$ cat src/rtl/dfe_coeff_loader_pkg.sv
// Shared types and constants for the Phase-1 coefficient loader.
// Bank codes, loader FSM states and the per-bank required burst length.
package dfe_coeff_pkg;

  localparam int NUM_COEFF_DEPTH = 3;
  localparam int DEN_COEFF_DEPTH = 2;
  localparam int N_TAP_DEFAULT   = 72;

  typedef enum logic [2:0] {
    TGT_FRAC_DEC = 3'd0,
    TGT_NUM_2_4  = 3'd1,
    TGT_DEN_2_4  = 3'd2,
    TGT_NUM_2    = 3'd3,
    TGT_DEN_2    = 3'd4,
    TGT_NUM_1    = 3'd5,
    TGT_DEN_1    = 3'd6,
    TGT_ILLEGAL  = 3'd7
  } coeff_target_e;

  typedef enum logic [1:0] {
    IDLE   = 2'd0,
    LOAD   = 2'd1,
    COMMIT = 2'd2,
    DRAIN  = 2'd3
  } loader_state_e;

  // Exact word count a burst must carry to commit; 0 marks the illegal code.
  // The decimator depth is an argument so a top with a non-default tap count
  // can still share this function.
  function automatic int target_depth(coeff_target_e t, int frac_depth = N_TAP_DEFAULT);
    case (t)
      TGT_FRAC_DEC:                      target_depth = frac_depth;
      TGT_NUM_2_4, TGT_NUM_2, TGT_NUM_1: target_depth = NUM_COEFF_DEPTH;
      TGT_DEN_2_4, TGT_DEN_2, TGT_DEN_1: target_depth = DEN_COEFF_DEPTH;
      default:                           target_depth = 0;
    endcase
  endfunction

endpackage

$ cat src/rtl/dfe_coeff_loader_if.sv
// Ready/valid configuration stream between the bus bridge and the loader.
// master = bridge side, slave = loader side.
interface dfe_coeff_loader_if #(
  parameter int COEFF_WIDTH = 20
);

  logic                   cfg_valid;
  logic                   cfg_ready;
  logic [2:0]             cfg_sel;
  logic [COEFF_WIDTH-1:0] cfg_data;
  logic                   cfg_last;

  modport master (
    output cfg_valid,
    output cfg_sel,
    output cfg_data,
    output cfg_last,
    input  cfg_ready
  );

  modport slave (
    input  cfg_valid,
    input  cfg_sel,
    input  cfg_data,
    input  cfg_last,
    output cfg_ready
  );

endinterface

$ cat src/rtl/dfe_coeff_loader_bank.sv
// One shadow coefficient bank: an indexed register file with a synchronous
// clear. The contents drive the consumer ports directly.
module coeff_shadow_bank #(
  parameter int DEPTH       = 3,
  parameter int COEFF_WIDTH = 20,
  parameter int IDX_W       = $clog2(DEPTH + 1)
) (
  input  logic                   clk,
  input  logic                   clear,
  input  logic                   wr,
  input  logic [IDX_W-1:0]       idx,
  input  logic [COEFF_WIDTH-1:0] data,
  output logic [COEFF_WIDTH-1:0] coeff [DEPTH]
);

  // Clear wins over a write; an index past DEPTH simply matches no entry.
  always_ff @(posedge clk) begin
    if (clear) begin
      for (int i = 0; i < DEPTH; i++) coeff[i] <= '0;
    end else if (wr) begin
      for (int i = 0; i < DEPTH; i++) begin
        if (idx == IDX_W'(i)) coeff[i] <= data;
      end
    end
  end

endmodule

$ cat src/rtl/dfe_coeff_loader.sv
// Coefficient loader for the Phase-1 filter chain.
// Collects a burst of coefficient words into one of seven shadow banks and
// pulses that bank's wr_en only when the burst length matched the bank depth.
// Optional feature: define DFE_COEFF_LOADER_READBACK_EN for the rd_* port set.
module dfe_coeff_loader
  import dfe_coeff_pkg::*;
#(
  parameter int DATA_WIDTH  = 16,
  parameter int COEFF_WIDTH = 20,
  parameter int N_TAP       = 72
) (
  input  logic                   clk,
  input  logic                   rst_n,
  dfe_coeff_loader_if.slave      cfg,
`ifdef DFE_COEFF_LOADER_READBACK_EN
  input  logic [2:0]             rd_sel,
  input  logic [$clog2(N_TAP)-1:0] rd_idx,
  output logic [COEFF_WIDTH-1:0] rd_data,
`endif
  output logic [COEFF_WIDTH-1:0] frac_dec_coeff_data_out [N_TAP],
  output logic                   frac_dec_coeff_wr_en,
  output logic [COEFF_WIDTH-1:0] iir_num_coeff_2_4_out [NUM_COEFF_DEPTH],
  output logic [COEFF_WIDTH-1:0] iir_den_coeff_2_4_out [DEN_COEFF_DEPTH],
  output logic [COEFF_WIDTH-1:0] iir_num_coeff_2_out   [NUM_COEFF_DEPTH],
  output logic [COEFF_WIDTH-1:0] iir_den_coeff_2_out   [DEN_COEFF_DEPTH],
  output logic [COEFF_WIDTH-1:0] iir_num_coeff_1_out   [NUM_COEFF_DEPTH],
  output logic [COEFF_WIDTH-1:0] iir_den_coeff_1_out   [DEN_COEFF_DEPTH],
  output logic                   iir_num_coeff_2_4_wr_en,
  output logic                   iir_den_coeff_2_4_wr_en,
  output logic                   iir_num_coeff_2_wr_en,
  output logic                   iir_den_coeff_2_wr_en,
  output logic                   iir_num_coeff_1_wr_en,
  output logic                   iir_den_coeff_1_wr_en,
  output logic                   busy,
  output logic                   cfg_error
);

  localparam int CNT_W     = $clog2(N_TAP + 1);
  localparam int NUM_BANKS = 7;

  // DATA_WIDTH only rides along for parameter uniformity across the chain.
  if (DATA_WIDTH < 1) begin : g_bad_data_width
    $error("dfe_coeff_loader: DATA_WIDTH must be positive");
  end

  loader_state_e          state, next_state;
  coeff_target_e          sel_q, sel_d, cur_sel;
  logic [CNT_W-1:0]       count, count_d, count_inc, depth;
  logic                   accept, word_err, burst_done, in_burst;
  logic [NUM_BANKS-1:0]   wr_bank, wr_en_d, wr_en_q;
  logic                   err_d, err_q, busy_d, busy_q, ready_d, ready_q;

  // Classify the word on the bus against the bank it belongs to.
  always_comb begin
    accept     = cfg.cfg_valid && ready_q;
    in_burst   = (state == IDLE) || (state == LOAD);
    cur_sel    = (state == IDLE) ? coeff_target_e'(cfg.cfg_sel) : sel_q;
    depth      = CNT_W'(target_depth(cur_sel, N_TAP));
    count_inc  = count + 1'b1;
    word_err   = (coeff_target_e'(cfg.cfg_sel) == TGT_ILLEGAL)
              || ((state == LOAD) && (coeff_target_e'(cfg.cfg_sel) != sel_q))
              || (count >= depth)
              || (cfg.cfg_last && (count_inc < depth));
    burst_done = cfg.cfg_last && (count_inc == depth);
  end

  // State register: FSM state, latched bank and word counter.
  always_ff @(posedge clk) begin
    if (!rst_n) begin
      state <= IDLE;
      sel_q <= TGT_FRAC_DEC;
      count <= '0;
    end else begin
      state <= next_state;
      sel_q <= sel_d;
      count <= count_d;
    end
  end

  // Next-state logic: an error ends the burst in IDLE if it carried last,
  // otherwise DRAIN swallows the remainder of the burst.
  always_comb begin
    next_state = state;
    sel_d      = sel_q;
    count_d    = count;
    case (state)
      IDLE, LOAD: begin
        if (accept) begin
          if (word_err) begin
            next_state = cfg.cfg_last ? IDLE : DRAIN;
            count_d    = '0;
          end else if (burst_done) begin
            next_state = COMMIT;
            sel_d      = cur_sel;
            count_d    = '0;
          end else begin
            next_state = LOAD;
            sel_d      = cur_sel;
            count_d    = count_inc;
          end
        end
      end
      COMMIT:  next_state = IDLE;
      DRAIN:   if (accept && cfg.cfg_last) next_state = IDLE;
      default: next_state = IDLE;
    endcase
  end

  // Output decode: bank write for good words, and the next values of the
  // registered strobes and status flags.
  always_comb begin
    wr_bank = '0;
    wr_en_d = '0;
    if (in_burst && accept && !word_err) wr_bank[cur_sel] = 1'b1;
    if ((state != COMMIT) && (next_state == COMMIT)) wr_en_d[sel_d] = 1'b1;
    err_d   = in_burst && accept && word_err;
    busy_d  = (next_state != IDLE);
    ready_d = (next_state != COMMIT);
  end

  // Output registers; ready stays low for as long as reset is held.
  always_ff @(posedge clk) begin
    if (!rst_n) begin
      wr_en_q <= '0;
      err_q   <= 1'b0;
      busy_q  <= 1'b0;
      ready_q <= 1'b0;
    end else begin
      wr_en_q <= wr_en_d;
      err_q   <= err_d;
      busy_q  <= busy_d;
      ready_q <= ready_d;
    end
  end

  assign cfg.cfg_ready             = ready_q;
  assign busy                      = busy_q;
  assign cfg_error                 = err_q;
  assign frac_dec_coeff_wr_en      = wr_en_q[0];
  assign iir_num_coeff_2_4_wr_en   = wr_en_q[1];
  assign iir_den_coeff_2_4_wr_en   = wr_en_q[2];
  assign iir_num_coeff_2_wr_en     = wr_en_q[3];
  assign iir_den_coeff_2_wr_en     = wr_en_q[4];
  assign iir_num_coeff_1_wr_en     = wr_en_q[5];
  assign iir_den_coeff_1_wr_en     = wr_en_q[6];

  coeff_shadow_bank #(.DEPTH(N_TAP), .COEFF_WIDTH(COEFF_WIDTH), .IDX_W(CNT_W)) u_bank_frac_dec (
    .clk(clk), .clear(!rst_n), .wr(wr_bank[0]), .idx(count), .data(cfg.cfg_data),
    .coeff(frac_dec_coeff_data_out));
  coeff_shadow_bank #(.DEPTH(NUM_COEFF_DEPTH), .COEFF_WIDTH(COEFF_WIDTH), .IDX_W(CNT_W)) u_bank_num_2_4 (
    .clk(clk), .clear(!rst_n), .wr(wr_bank[1]), .idx(count), .data(cfg.cfg_data),
    .coeff(iir_num_coeff_2_4_out));
  coeff_shadow_bank #(.DEPTH(DEN_COEFF_DEPTH), .COEFF_WIDTH(COEFF_WIDTH), .IDX_W(CNT_W)) u_bank_den_2_4 (
    .clk(clk), .clear(!rst_n), .wr(wr_bank[2]), .idx(count), .data(cfg.cfg_data),
    .coeff(iir_den_coeff_2_4_out));
  coeff_shadow_bank #(.DEPTH(NUM_COEFF_DEPTH), .COEFF_WIDTH(COEFF_WIDTH), .IDX_W(CNT_W)) u_bank_num_2 (
    .clk(clk), .clear(!rst_n), .wr(wr_bank[3]), .idx(count), .data(cfg.cfg_data),
    .coeff(iir_num_coeff_2_out));
  coeff_shadow_bank #(.DEPTH(DEN_COEFF_DEPTH), .COEFF_WIDTH(COEFF_WIDTH), .IDX_W(CNT_W)) u_bank_den_2 (
    .clk(clk), .clear(!rst_n), .wr(wr_bank[4]), .idx(count), .data(cfg.cfg_data),
    .coeff(iir_den_coeff_2_out));
  coeff_shadow_bank #(.DEPTH(NUM_COEFF_DEPTH), .COEFF_WIDTH(COEFF_WIDTH), .IDX_W(CNT_W)) u_bank_num_1 (
    .clk(clk), .clear(!rst_n), .wr(wr_bank[5]), .idx(count), .data(cfg.cfg_data),
    .coeff(iir_num_coeff_1_out));
  coeff_shadow_bank #(.DEPTH(DEN_COEFF_DEPTH), .COEFF_WIDTH(COEFF_WIDTH), .IDX_W(CNT_W)) u_bank_den_1 (
    .clk(clk), .clear(!rst_n), .wr(wr_bank[6]), .idx(count), .data(cfg.cfg_data),
    .coeff(iir_den_coeff_1_out));

`ifdef DFE_COEFF_LOADER_READBACK_EN
  localparam int RD_W = $clog2(N_TAP);

  logic [COEFF_WIDTH-1:0] rd_next;

  // Readback mux; an illegal bank or an index past the bank depth reads 0.
  always_comb begin
    rd_next = '0;
    case (rd_sel)
      3'd0: for (int i = 0; i < N_TAP; i++)
              if (rd_idx == RD_W'(i)) rd_next = frac_dec_coeff_data_out[i];
      3'd1: for (int i = 0; i < NUM_COEFF_DEPTH; i++)
              if (rd_idx == RD_W'(i)) rd_next = iir_num_coeff_2_4_out[i];
      3'd2: for (int i = 0; i < DEN_COEFF_DEPTH; i++)
              if (rd_idx == RD_W'(i)) rd_next = iir_den_coeff_2_4_out[i];
      3'd3: for (int i = 0; i < NUM_COEFF_DEPTH; i++)
              if (rd_idx == RD_W'(i)) rd_next = iir_num_coeff_2_out[i];
      3'd4: for (int i = 0; i < DEN_COEFF_DEPTH; i++)
              if (rd_idx == RD_W'(i)) rd_next = iir_den_coeff_2_out[i];
      3'd5: for (int i = 0; i < NUM_COEFF_DEPTH; i++)
              if (rd_idx == RD_W'(i)) rd_next = iir_num_coeff_1_out[i];
      3'd6: for (int i = 0; i < DEN_COEFF_DEPTH; i++)
              if (rd_idx == RD_W'(i)) rd_next = iir_den_coeff_1_out[i];
      default: rd_next = '0;
    endcase
  end

  // Readback register, one cycle behind rd_sel/rd_idx.
  always_ff @(posedge clk) begin
    if (!rst_n) rd_data <= '0;
    else        rd_data <= rd_next;
  end
`endif

endmodule

$ cat src/flat_wrapper.sv
// flat-port wrapper written by rule: the top's interface ports become plain ports
module dfe_coeff_loader_flat import dfe_coeff_pkg::*;
#(
  parameter int DATA_WIDTH  = 16,
  parameter int COEFF_WIDTH = 20,
  parameter int N_TAP       = 72
)
  (clk, rst_n, frac_dec_coeff_data_out, frac_dec_coeff_wr_en, iir_num_coeff_2_4_out, iir_den_coeff_2_4_out, iir_num_coeff_2_out, iir_den_coeff_2_out, iir_num_coeff_1_out, iir_den_coeff_1_out, iir_num_coeff_2_4_wr_en, iir_den_coeff_2_4_wr_en, iir_num_coeff_2_wr_en, iir_den_coeff_2_wr_en, iir_num_coeff_1_wr_en, iir_den_coeff_1_wr_en, busy, cfg_error, cfg_cfg_valid, cfg_cfg_sel, cfg_cfg_data, cfg_cfg_last, cfg_cfg_ready);
  dfe_coeff_loader_if #(.COEFF_WIDTH(COEFF_WIDTH)) cfg_i ();
  input  logic clk;
  input  logic rst_n;
  output logic [COEFF_WIDTH-1:0] frac_dec_coeff_data_out[N_TAP];
  output logic frac_dec_coeff_wr_en;
  output logic [COEFF_WIDTH-1:0] iir_num_coeff_2_4_out[NUM_COEFF_DEPTH];
  output logic [COEFF_WIDTH-1:0] iir_den_coeff_2_4_out[DEN_COEFF_DEPTH];
  output logic [COEFF_WIDTH-1:0] iir_num_coeff_2_out[NUM_COEFF_DEPTH];
  output logic [COEFF_WIDTH-1:0] iir_den_coeff_2_out[DEN_COEFF_DEPTH];
  output logic [COEFF_WIDTH-1:0] iir_num_coeff_1_out[NUM_COEFF_DEPTH];
  output logic [COEFF_WIDTH-1:0] iir_den_coeff_1_out[DEN_COEFF_DEPTH];
  output logic iir_num_coeff_2_4_wr_en;
  output logic iir_den_coeff_2_4_wr_en;
  output logic iir_num_coeff_2_wr_en;
  output logic iir_den_coeff_2_wr_en;
  output logic iir_num_coeff_1_wr_en;
  output logic iir_den_coeff_1_wr_en;
  output logic busy;
  output logic cfg_error;
  input wire logic [$bits(cfg_i.cfg_valid)-1:0] cfg_cfg_valid;
  input wire logic [$bits(cfg_i.cfg_sel)-1:0] cfg_cfg_sel;
  input wire logic [$bits(cfg_i.cfg_data)-1:0] cfg_cfg_data;
  input wire logic [$bits(cfg_i.cfg_last)-1:0] cfg_cfg_last;
  output wire logic [$bits(cfg_i.cfg_ready)-1:0] cfg_cfg_ready;
  assign cfg_i.cfg_valid = cfg_cfg_valid;
  assign cfg_i.cfg_sel = cfg_cfg_sel;
  assign cfg_i.cfg_data = cfg_cfg_data;
  assign cfg_i.cfg_last = cfg_cfg_last;
  assign cfg_cfg_ready = cfg_i.cfg_ready;
  dfe_coeff_loader #(.DATA_WIDTH(DATA_WIDTH), .COEFF_WIDTH(COEFF_WIDTH), .N_TAP(N_TAP)) u_core (.clk(clk), .rst_n(rst_n), .cfg(cfg_i), .frac_dec_coeff_data_out(frac_dec_coeff_data_out), .frac_dec_coeff_wr_en(frac_dec_coeff_wr_en), .iir_num_coeff_2_4_out(iir_num_coeff_2_4_out), .iir_den_coeff_2_4_out(iir_den_coeff_2_4_out), .iir_num_coeff_2_out(iir_num_coeff_2_out), .iir_den_coeff_2_out(iir_den_coeff_2_out), .iir_num_coeff_1_out(iir_num_coeff_1_out), .iir_den_coeff_1_out(iir_den_coeff_1_out), .iir_num_coeff_2_4_wr_en(iir_num_coeff_2_4_wr_en), .iir_den_coeff_2_4_wr_en(iir_den_coeff_2_4_wr_en), .iir_num_coeff_2_wr_en(iir_num_coeff_2_wr_en), .iir_den_coeff_2_wr_en(iir_den_coeff_2_wr_en), .iir_num_coeff_1_wr_en(iir_num_coeff_1_wr_en), .iir_den_coeff_1_wr_en(iir_den_coeff_1_wr_en), .busy(busy), .cfg_error(cfg_error));
endmodule
$ cat config.mk
export PLATFORM = sky130hd
export DESIGN_NAME = dfe_coeff_loader_flat
export DESIGN_NICKNAME = d
export VERILOG_FILES = /design/src/rtl/dfe_coeff_loader_pkg.sv /design/src/rtl/dfe_coeff_loader_if.sv /design/src/rtl/dfe_coeff_loader_bank.sv /design/src/rtl/dfe_coeff_loader.sv /design/src/flat_wrapper.sv
export SDC_FILE = /design/constraint.sdc
export NUM_CORES = 2
export LEC_CHECK = 0
export CORE_AREA = 2 2 699 701
export DETAILED_ROUTE_END_ITERATION = 12
export DIE_AREA = 0 0 701 703
export DONT_BUFFER_PORTS = 1
export GPL_ROUTABILITY_DRIVEN = 0
export GPL_TIMING_DRIVEN = 0
export REMOVE_ABC_BUFFERS = 1
export SLEW_MARGIN = 25
export SYNTH_ARGS = -nofsm -noshare
export SYNTH_HDL_FRONTEND = slang
export SYNTH_SLANG_ARGS = --single-unit
export TNS_END_PERCENT = 30
$ cat constraint.sdc
create_clock -name clk -period 5.1 [get_ports clk]
set_input_delay 1.53 -clock clk [delete_from_list [all_inputs] [get_ports clk]]
set_output_delay 1.53 -clock clk [all_outputs]
set_load 0.02 [all_outputs]
* Word level (Yosys, flattened, before mapping)
Cells that the tools add are included.
** Word-level totals
- Flip-flop bits (word level) :: 1762
- Word-level logic and storage cells :: 317
- Output and inout port bits :: 1750
** Operators by class
- $add $sub $neg :: 1
- Equality and inequality tests :: 86
- Reduce and logical (&&, ||, !) cells :: 112
- Muxes and demuxes :: 18
- Order comparisons :: 6
** Operators with widths (number)
- $eq 7x6->1 const B :: 32
- $reduce_and 2->1 :: 89
- $eq 7x5->1 const B :: 16
- $eq 7x4->1 const B :: 8
- $eq 7x7->1 const B :: 8
- $eq 7x3->1 const B :: 4
- $mux 7 :: 3
- $pmux 7 s3 :: 1
- $eq 7x2->1 const B :: 2
- $eq 3x3->1 const B :: 4
- $mux 3 :: 4
- $logic_and 1x1->1 :: 11
- $mux 2 :: 5
- $lt 3x4->1 const B :: 2
- $add 7x1->7 const B :: 1
- $eq 7x1->1 const B :: 1
- $eq 7x7->1 :: 1
- $ge 7x7->1 :: 1
- $logic_not 7->1 :: 1
- $lt 7x7->1 :: 1
- $demux 1 s3 :: 2
- $eq 2x2->1 const B :: 3
- $eq 3x2->1 const B :: 2
- $ge 3x1->1 const B :: 2
- 13 further kinds :: 19

* Longest topological paths before layout
- Word-level depth :: 15
- Gate-level depth with buffers :: 17
- Mapped depth without buffers :: 12

* Cells and area by module
Synthesis repeated with hierarchy kept, for this count alone.
** Second synthesis, totals
- Cell total of the unflattened synthesis :: 6290
- Area total of the unflattened synthesis :: 69003.7 um^2
** By module, submodules not included
- coeff_shadow_bank (u_core.u_bank_frac_dec) :: sequential area each 28827.6 um^2, times used 1, cells an instance 4922, area an instance 55096.6 um^2
- coeff_shadow_bank (u_core.u_bank_num_1 ...) :: sequential area each 1201.2 um^2, times used 3, cells an instance 222, area an instance 2473.6 um^2
- coeff_shadow_bank (u_core.u_bank_den_1 ...) :: sequential area each 800.8 um^2, times used 3, cells an instance 183, area an instance 1704.1 um^2
- dfe_coeff_loader :: sequential area each 440.4 um^2, times used 1, cells an instance 153, area an instance 1373.8 um^2

* Least setup slack after synthesis
No wires, ideal clock.
- Path type :: input to register
- From :: in cfg_cfg_sel[2]
- To :: reg u_core.wr_en_q[4]
- Stages on the path :: 14
- Data required time :: 5.008 ns
- Buffers on the path :: 2
- Slack :: 0.684 ns
- Library setup time :: 0.092 ns
- Arrival :: 4.324 ns
- Cells stage by stage :: nor4_1 -> a21oi_4 -> nor2_1 -> inv_1 -> nand2_1 -> ha_1 -> nor2b_1 -> o41ai_2 -> o2111a_2 -> buf_4 -> nor3_1 -> buf_2 -> o31a_1 -> nor4_1
** On the way
- Cells in the longest elaborated chain, start to end :: 14
** Ends and longest elaborated chain
- from (decl) :: RTL line flat_wrapper.sv:29 : input wire logic [$bits(cfg_i.cfg_sel)-1:0] cfg_cfg_sel;
- $mux 3 :: RTL line dfe_coeff_loader.sv:57 : cur_sel = (state == IDLE) ? coeff_target_e'(cfg.cfg_sel) : sel_q;
- $eq 3x2->1 (tied with other cells) :: RTL line dfe_coeff_loader_pkg.sv:31 : case (t)
- $reduce_or 3->1 :: RTL line dfe_coeff_loader_pkg.sv:31
- $pmux 7 s3 :: RTL line dfe_coeff_loader_pkg.sv:31
- $ge 7x7->1 or $lt 7x7->1 (tied branches) :: RTL line dfe_coeff_loader.sv:62, dfe_coeff_loader.sv:63
- $logic_or 1x1->1 or $logic_and 1x1->1 (tied branches) :: RTL line dfe_coeff_loader.sv:62, dfe_coeff_loader.sv:63
- $logic_or 1x1->1 :: RTL line dfe_coeff_loader.sv:63 : || (cfg.cfg_last && (count_inc < depth));
- $mux 3 :: RTL line dfe_coeff_loader.sv:89 : if (word_err) begin
- $mux 3 :: RTL line dfe_coeff_loader.sv:88 : if (accept) begin
- $mux 3 :: RTL line dfe_coeff_loader.sv:86 : case (state)
- $lt 3x4->1 (not written as such) or $ge 3x1->1 (tied branches) :: RTL line dfe_coeff_loader.sv:115 : if ((state != COMMIT) && (next_state == COMMIT)) wr_en_d[sel_d] = 1'b1;
- $logic_and 1x1->1 (not written as such) :: RTL line dfe_coeff_loader.sv:115
- $mux 1 (not written as such) :: RTL line dfe_coeff_loader.sv:115
- $demux 1 s3
- to (signal assigned) :: RTL line dfe_coeff_loader.sv:129 : wr_en_q <= wr_en_d;
- to (decl) :: RTL line dfe_coeff_loader.sv:50 : logic [NUM_BANKS-1:0] wr_bank, wr_en_d, wr_en_q;
Several ways; a longest one is shown, not always the timed one.
A chain may end at the register's enable or synchronous reset.

* Worst setup path in the final report
- From :: reg u_core.state[1]
- To :: reg u_core.u_bank_frac_dec.coeff[1078] in the netlist's numbering
** On the way
- Cells in the longest elaborated chain, start to end :: 12
** Ends and longest elaborated chain
- from (decl) :: RTL line dfe_coeff_loader.sv:46 : loader_state_e state, next_state;
- from (signal assigned) :: RTL line dfe_coeff_loader.sv:74 : state <= next_state;
- $logic_not 2->1 :: RTL line dfe_coeff_loader.sv:56, dfe_coeff_loader.sv:57
- $mux 3 :: RTL line dfe_coeff_loader.sv:57
- $eq 3x2->1 (tied with other cells) :: RTL line dfe_coeff_loader_pkg.sv:31
- $reduce_or 3->1 :: RTL line dfe_coeff_loader_pkg.sv:31
- $pmux 7 s3 :: RTL line dfe_coeff_loader_pkg.sv:31
- $ge 7x7->1 or $lt 7x7->1 (tied branches) :: RTL line dfe_coeff_loader.sv:62, dfe_coeff_loader.sv:63
- $logic_or 1x1->1 or $logic_and 1x1->1 (tied branches) :: RTL line dfe_coeff_loader.sv:62, dfe_coeff_loader.sv:63
- $logic_or 1x1->1 :: RTL line dfe_coeff_loader.sv:63
- $logic_not 1->1 :: RTL line dfe_coeff_loader.sv:114 : if (in_burst && accept && !word_err) wr_bank[cur_sel] = 1'b1;
- $logic_and 1x1->1 :: RTL line dfe_coeff_loader.sv:114
- $mux 7 * :: RTL line dfe_coeff_loader.sv:114
- $reduce_and 2->1 (no source line) *
- to (signal, indexed assignment) :: RTL line dfe_coeff_loader_bank.sv:22 : if (idx == IDX_W'(i)) coeff[i] <= data;
- to (decl) :: RTL line dfe_coeff_loader_bank.sv:13 : output logic [COEFF_WIDTH-1:0] coeff [DEPTH]
Mark *: on every way between the ends. The rest lies on a longest branch, timed or not.

==> flow_results.xml <==
<?xml version="1.0" encoding="UTF-8"?>
<metrics>
  <group name="yosys">
    <metric name="synth_async_sr_flop_share" unit="">0</metric>
    <metric name="synthTopCellsByArea" unit="">sky130_fd_sc_hd__dfxtp_1 (58%), sky130_fd_sc_hd__mux2i_1 (9.3%), sky130_fd_sc_hd__o21ai_0 (8.2%), sky130_fd_sc_hd__nand3_1 (7.2%), sky130_fd_sc_hd__nand2_1 (6.5%)</metric>
    <metric name="synth-seq-cells" unit="">1762</metric>
    <metric name="ys.warnings.count" unit="">0</metric>
    <metric name="synth_fa_ha_area_frac" unit="">0.00247</metric>
    <metric name="avgSynthCellArea" unit="µm²">9.18</metric>
    <metric name="synth_compound_area_frac" unit="">0.102</metric>
    <metric name="synthMostInstantiatedCell" unit="">sky130_fd_sc_hd__dfxtp_1</metric>
    <metric name="ys_dominant_reg_cell" unit="">sky130_fd_sc_hd__dfxtp_1</metric>
    <metric name="synth_enable_flop_cells" unit="">0</metric>
    <metric name="synth_top_family_by_area" unit="">simple AND/OR/NAND/NOR gates</metric>
    <metric name="yosys.cell_types.count" unit="">56</metric>
    <metric name="netlist_area_pre_place" unit="µm²">60800</metric>
    <metric name="synth_xor_xnor_area_share" unit="">0.000865</metric>
    <metric name="synth_area_leader_cell" unit="">sky130_fd_sc_hd__dfxtp_1</metric>
    <metric name="synth_mux_area_frac" unit="">0.0940</metric>
    <metric name="netlist.area_leader.share" unit="">0.580</metric>
    <metric name="syn_inst" unit="">6618</metric>
    <metric name="yosysSeqAreaShare" unit="">0.580</metric>
    <metric name="synth_simple_gate_area_frac" unit="">0.172</metric>
    <metric name="synth.top_cells.by_count" unit="">sky130_fd_sc_hd__dfxtp_1 (1,762), sky130_fd_sc_hd__nand2_1 (1,045), sky130_fd_sc_hd__o21ai_0 (1,001)</metric>
  </group>
  <group name="cts">
    <metric name="cts_hold_buf" unit="">0</metric>
    <metric name="cts-buffers-inserted" unit="">187</metric>
    <metric name="cts.root.buffer_cell" unit="">sky130_fd_sc_hd__clkbuf_16</metric>
    <metric name="clock_path_buffers" unit="">4</metric>
    <metric name="cts_num_sinks" unit="">1762</metric>
    <metric name="cts_clock_pin_slew_for_the_worst_setup_and_hold_paths" unit="ps">70</metric>
    <metric name="htreeDepth" unit="">4</metric>
    <metric name="tritoncts" unit="">yes</metric>
    <metric name="worstSkewPairLatency" unit="ps">890</metric>
  </group>
  <group name="hold_path">
    <metric name="min-delay-start" unit="">u_core.u_bank_num_2.coeff[50]</metric>
    <metric name="min-delay-path-class" unit="">reg -&gt; reg</metric>
  </group>
  <group name="grt">
    <metric name="first_global_vias" unit="">43700</metric>
    <metric name="grt_util_all_layers" unit="">0.114</metric>
    <metric name="grt_start_max_net_pins" unit="">215</metric>
    <metric name="grt_antenna_before_repair" unit="">39</metric>
    <metric name="total_congestion_overflow_after_global_routing" unit="">0</metric>
    <metric name="grt_first_pass_wirelength" unit="mm">390</metric>
  </group>
  <group name="critical_path">
    <metric name="timing.critical_path.max_delay_family" unit="">simple AND/OR/NAND/NOR gates</metric>
    <metric name="critical_path.max_stage_delay" unit="ps">450</metric>
    <metric name="critical_path_startpoint" unit="">u_core.state[1]</metric>
    <metric name="path_class" unit="">reg -&gt; reg</metric>
    <metric name="worst-endpoint-arrival" unit="ps">5480</metric>
    <metric name="timing.rr.start" unit="">u_core.state[1]</metric>
    <metric name="worst_path_required_time" unit="ps">5860</metric>
    <metric name="cpMaxStageDelayCell" unit="">sky130_fd_sc_hd__o41ai_2</metric>
    <metric name="crit_buf_inv" unit="">4</metric>
    <metric name="cp-end-kind" unit="">flop</metric>
    <metric name="cp_max_fo" unit="">20</metric>
    <metric name="critical_path.cell_chain" unit="">nor2_4 -&gt; mux2_4 -&gt; nor2_4 -&gt; inv_1 -&gt; nand2_1 -&gt; ha_1 -&gt; nor2b_1 -&gt; o41ai_2 -&gt; o2111ai_4 -&gt; buf_16 -&gt; buf_8 -&gt; buf_16 -&gt; and3_2 -&gt; nand2_4 -&gt; mux2i_1</metric>
    <metric name="startpoint_type" unit="">flop</metric>
  </group>
  <group name="sta">
    <metric name="finClkSkew" unit="ps">68.4</metric>
    <metric name="final-setup-viol-count" unit="">0</metric>
    <metric name="finalHoldViolCount" unit="">0</metric>
    <metric name="finalCritPeriodShare" unit="">0.925</metric>
    <metric name="fmax" unit="MHz">212</metric>
    <metric name="worst-slew-pin-transition" unit="ps">1250</metric>
    <metric name="max_slew_margin" unit="">0.167</metric>
    <metric name="timing_max_transition_violations_final" unit="">0</metric>
    <metric name="grt_setup_unrepaired" unit="">false</metric>
    <metric name="timing.setup.tns" unit="ps">0</metric>
    <metric name="fin_crit" unit="ps">4720</metric>
  </group>
  <group name="floorplan">
    <metric name="floorplan.rows" unit="">256</metric>
    <metric name="die_height" unit="µm">703</metric>
    <metric name="design.core.area" unit="µm²">485000</metric>
    <metric name="boundary_pin_count" unit="">1777</metric>
    <metric name="die-area" unit="µm²">493000</metric>
    <metric name="fp.dieW" unit="µm">701</metric>
    <metric name="start_util" unit="">0.125</metric>
  </group>
  <group name="status">
    <metric name="status" unit="">completed</metric>
  </group>
  <group name="route">
    <metric name="post-route-drc-count" unit="">0</metric>
    <metric name="postRouteWirelength" unit="mm">302</metric>
    <metric name="detail_route.vias_per_cell" unit="">3.66</metric>
    <metric name="dr_wl_cell" unit="µm">23.2</metric>
    <metric name="dr.first_iter.drc_count" unit="">4751</metric>
    <metric name="detailedRoute.firstPassIterationCount" unit="">6</metric>
    <metric name="num_vias" unit="">47700</metric>
    <metric name="count_of_nets_left_with_antenna_violations_after_detail_routing" unit="">0</metric>
  </group>
  <group name="finish">
    <metric name="num-fill-cells" unit="">54100</metric>
    <metric name="stdcell_count" unit="">13000</metric>
    <metric name="drive_gt1_frac" unit="">0.111</metric>
    <metric name="final-seq-area" unit="µm²">35300</metric>
    <metric name="area_delta_synth_final" unit="%">27.8</metric>
    <metric name="multi_input_comb_area" unit="µm²">23200</metric>
    <metric name="postLayoutCellArea" unit="µm²">77700</metric>
    <metric name="fin_nets" unit="">6446</metric>
  </group>
  <group name="power">
    <metric name="combinationalPowerShare" unit="">0.046</metric>
    <metric name="clkPwrFrac" unit="">0.487</metric>
    <metric name="cellPowerDensity" unit="nW/µm²">381</metric>
    <metric name="internal-power" unit="W">0.0224</metric>
    <metric name="design_power_total" unit="W">0.0296</metric>
    <metric name="netSwitchingFraction" unit="">0.243</metric>
    <metric name="p_switching" unit="W">0.00719</metric>
    <metric name="cellLeakagePower" unit="nW">29.5</metric>
    <metric name="worst_ir_drop_vdd" unit="mV">0.262</metric>
    <metric name="share_seq_of_total_power" unit="">0.467</metric>
  </group>
  <group name="placed_design">
    <metric name="placed_area" unit="µm²">70900</metric>
    <metric name="io_buffers" unit="">0</metric>
    <metric name="cell_total_after_placement" unit="">12700</metric>
    <metric name="place_hpwl" unit="mm">229</metric>
  </group>
  <group name="job">
    <metric name="max_cap_viol_count" unit="">0</metric>
  </group>
</metrics>
tightest hold or removal path: cells and delay by family, from the launching register on:
kind / cells / cell delay, ps
AO/OA/AOI/OAI: 1 / 60
flip-flops: 1 / 370
AND/OR/NAND/NOR: 1 / 80
per-layer routing:
layer	wire (µm)	vias up	track usage
li1	-	22100	-
met1	124000	22900	0.144
met2	141000	2322	0.186
met3	26900	446	0.0298
met4	10100	2	0.0397
met5	12	-	0
final timing paths:
path                                        end  slack [ps]  depth (start not counted)
max          u_core.u_bank_frac_dec.coeff[1078]         380                         15
min               u_core.u_bank_num_2.coeff[50]         550                          2
max reg2reg  u_core.u_bank_frac_dec.coeff[1078]         380                         15
min reg2reg       u_core.u_bank_num_2.coeff[50]         550                          2
per-stage QoR:
| step | utilization | worst slack, ps | hold slack [ps] |
|---|---|---|---|
| after global placement | 0.136 | -17980 | 545 |
| after detailed placement | 0.146 | -2100 | 548 |
| final | 0.160 | 382 | 554 |
| after floorplan | - | -5130 | 522 |
| after CTS | 0.160 | 3.00 | 557 |
| after global routing | 0.160 | 132 | 571 |
flip-flops by register name, indices dropped and copies added (netlist names):
signal and flops:
u_core.wr_en_q 7, u_core.u_bank_num_2.coeff 60, u_core.u_bank_num_2_4.coeff 60, u_core.sel_q 3
u_core.count 7, u_core.cfg_error 1, u_core.state 2, u_core.u_bank_num_1.coeff 60
u_core.cfg.cfg_ready 1, u_core.u_bank_den_2_4.coeff 40, u_core.busy 1, u_core.u_bank_den_1.coeff 40
u_core.u_bank_den_2.coeff 40, u_core.u_bank_frac_dec.coeff 1440
cell type report:
| cell class | instances | area share |
|---|---|---|
| sequential | 1762 | 0.454 |
| multi-input combinational | 4137 | 0.298 |
| inverter | 9 | 0.000532 |
| timing repair buffer | 310 | 0.0595 |
| clock buffer | 265 | 0.0697 |
| tap | 6450 | 0.104 |
| clock inverter | 70 | 0.0134 |
| antenna | 26 | 0.000838 |
cell families after synthesis:
family,count (synthesis)
xor gates and xnor gates,6
muxes,569
adders and majority gates,12
buffers and inverters,720
and+or+nand+nor,2334
AOI/OAI and AO/OA,1215
DFF,1762
timing repair:
action | in CTS | in global routing
endpoints found under the setup margin | 1557 | 636
gates resized for setup | 22 | 3
gates cloned | 0 | 1
pin swaps | 5 | 2
buffers inserted | 4 | 4
layout by cell type (no fill, tap or decap), types with 56 or more instances in the layout:
cell type	instances
sky130_fd_sc_hd__clkbuf_16	188
sky130_fd_sc_hd__buf_16	56
sky130_fd_sc_hd__a21oi_1	126
sky130_fd_sc_hd__mux2i_1	564
sky130_fd_sc_hd__nand3_1	873
sky130_fd_sc_hd__buf_6	129
sky130_fd_sc_hd__nand2_1	1010
sky130_fd_sc_hd__o21ai_0	1001
sky130_fd_sc_hd__nor2_1	237
sky130_fd_sc_hd__nand4_1	62
sky130_fd_sc_hd__o21ai_1	63
sky130_fd_sc_hd__dfxtp_1	1762
power groups by stage:
stage / combinational, W / sequential [W] / clock (W)
2_1_floorplan: 0.000357 / 0.0141 / 0
3_3_place_gp: 0.000915 / 0.0141 / 0
3_5_place_dp: 0.00136 / 0.0141 / 0
4_1_cts: 0.00137 / 0.0138 / 0.0148
5_1_grt: 0.00144 / 0.0138 / 0.0153
6_report: 0.00137 / 0.0138 / 0.0144
(Power assumes the default switching activity.)
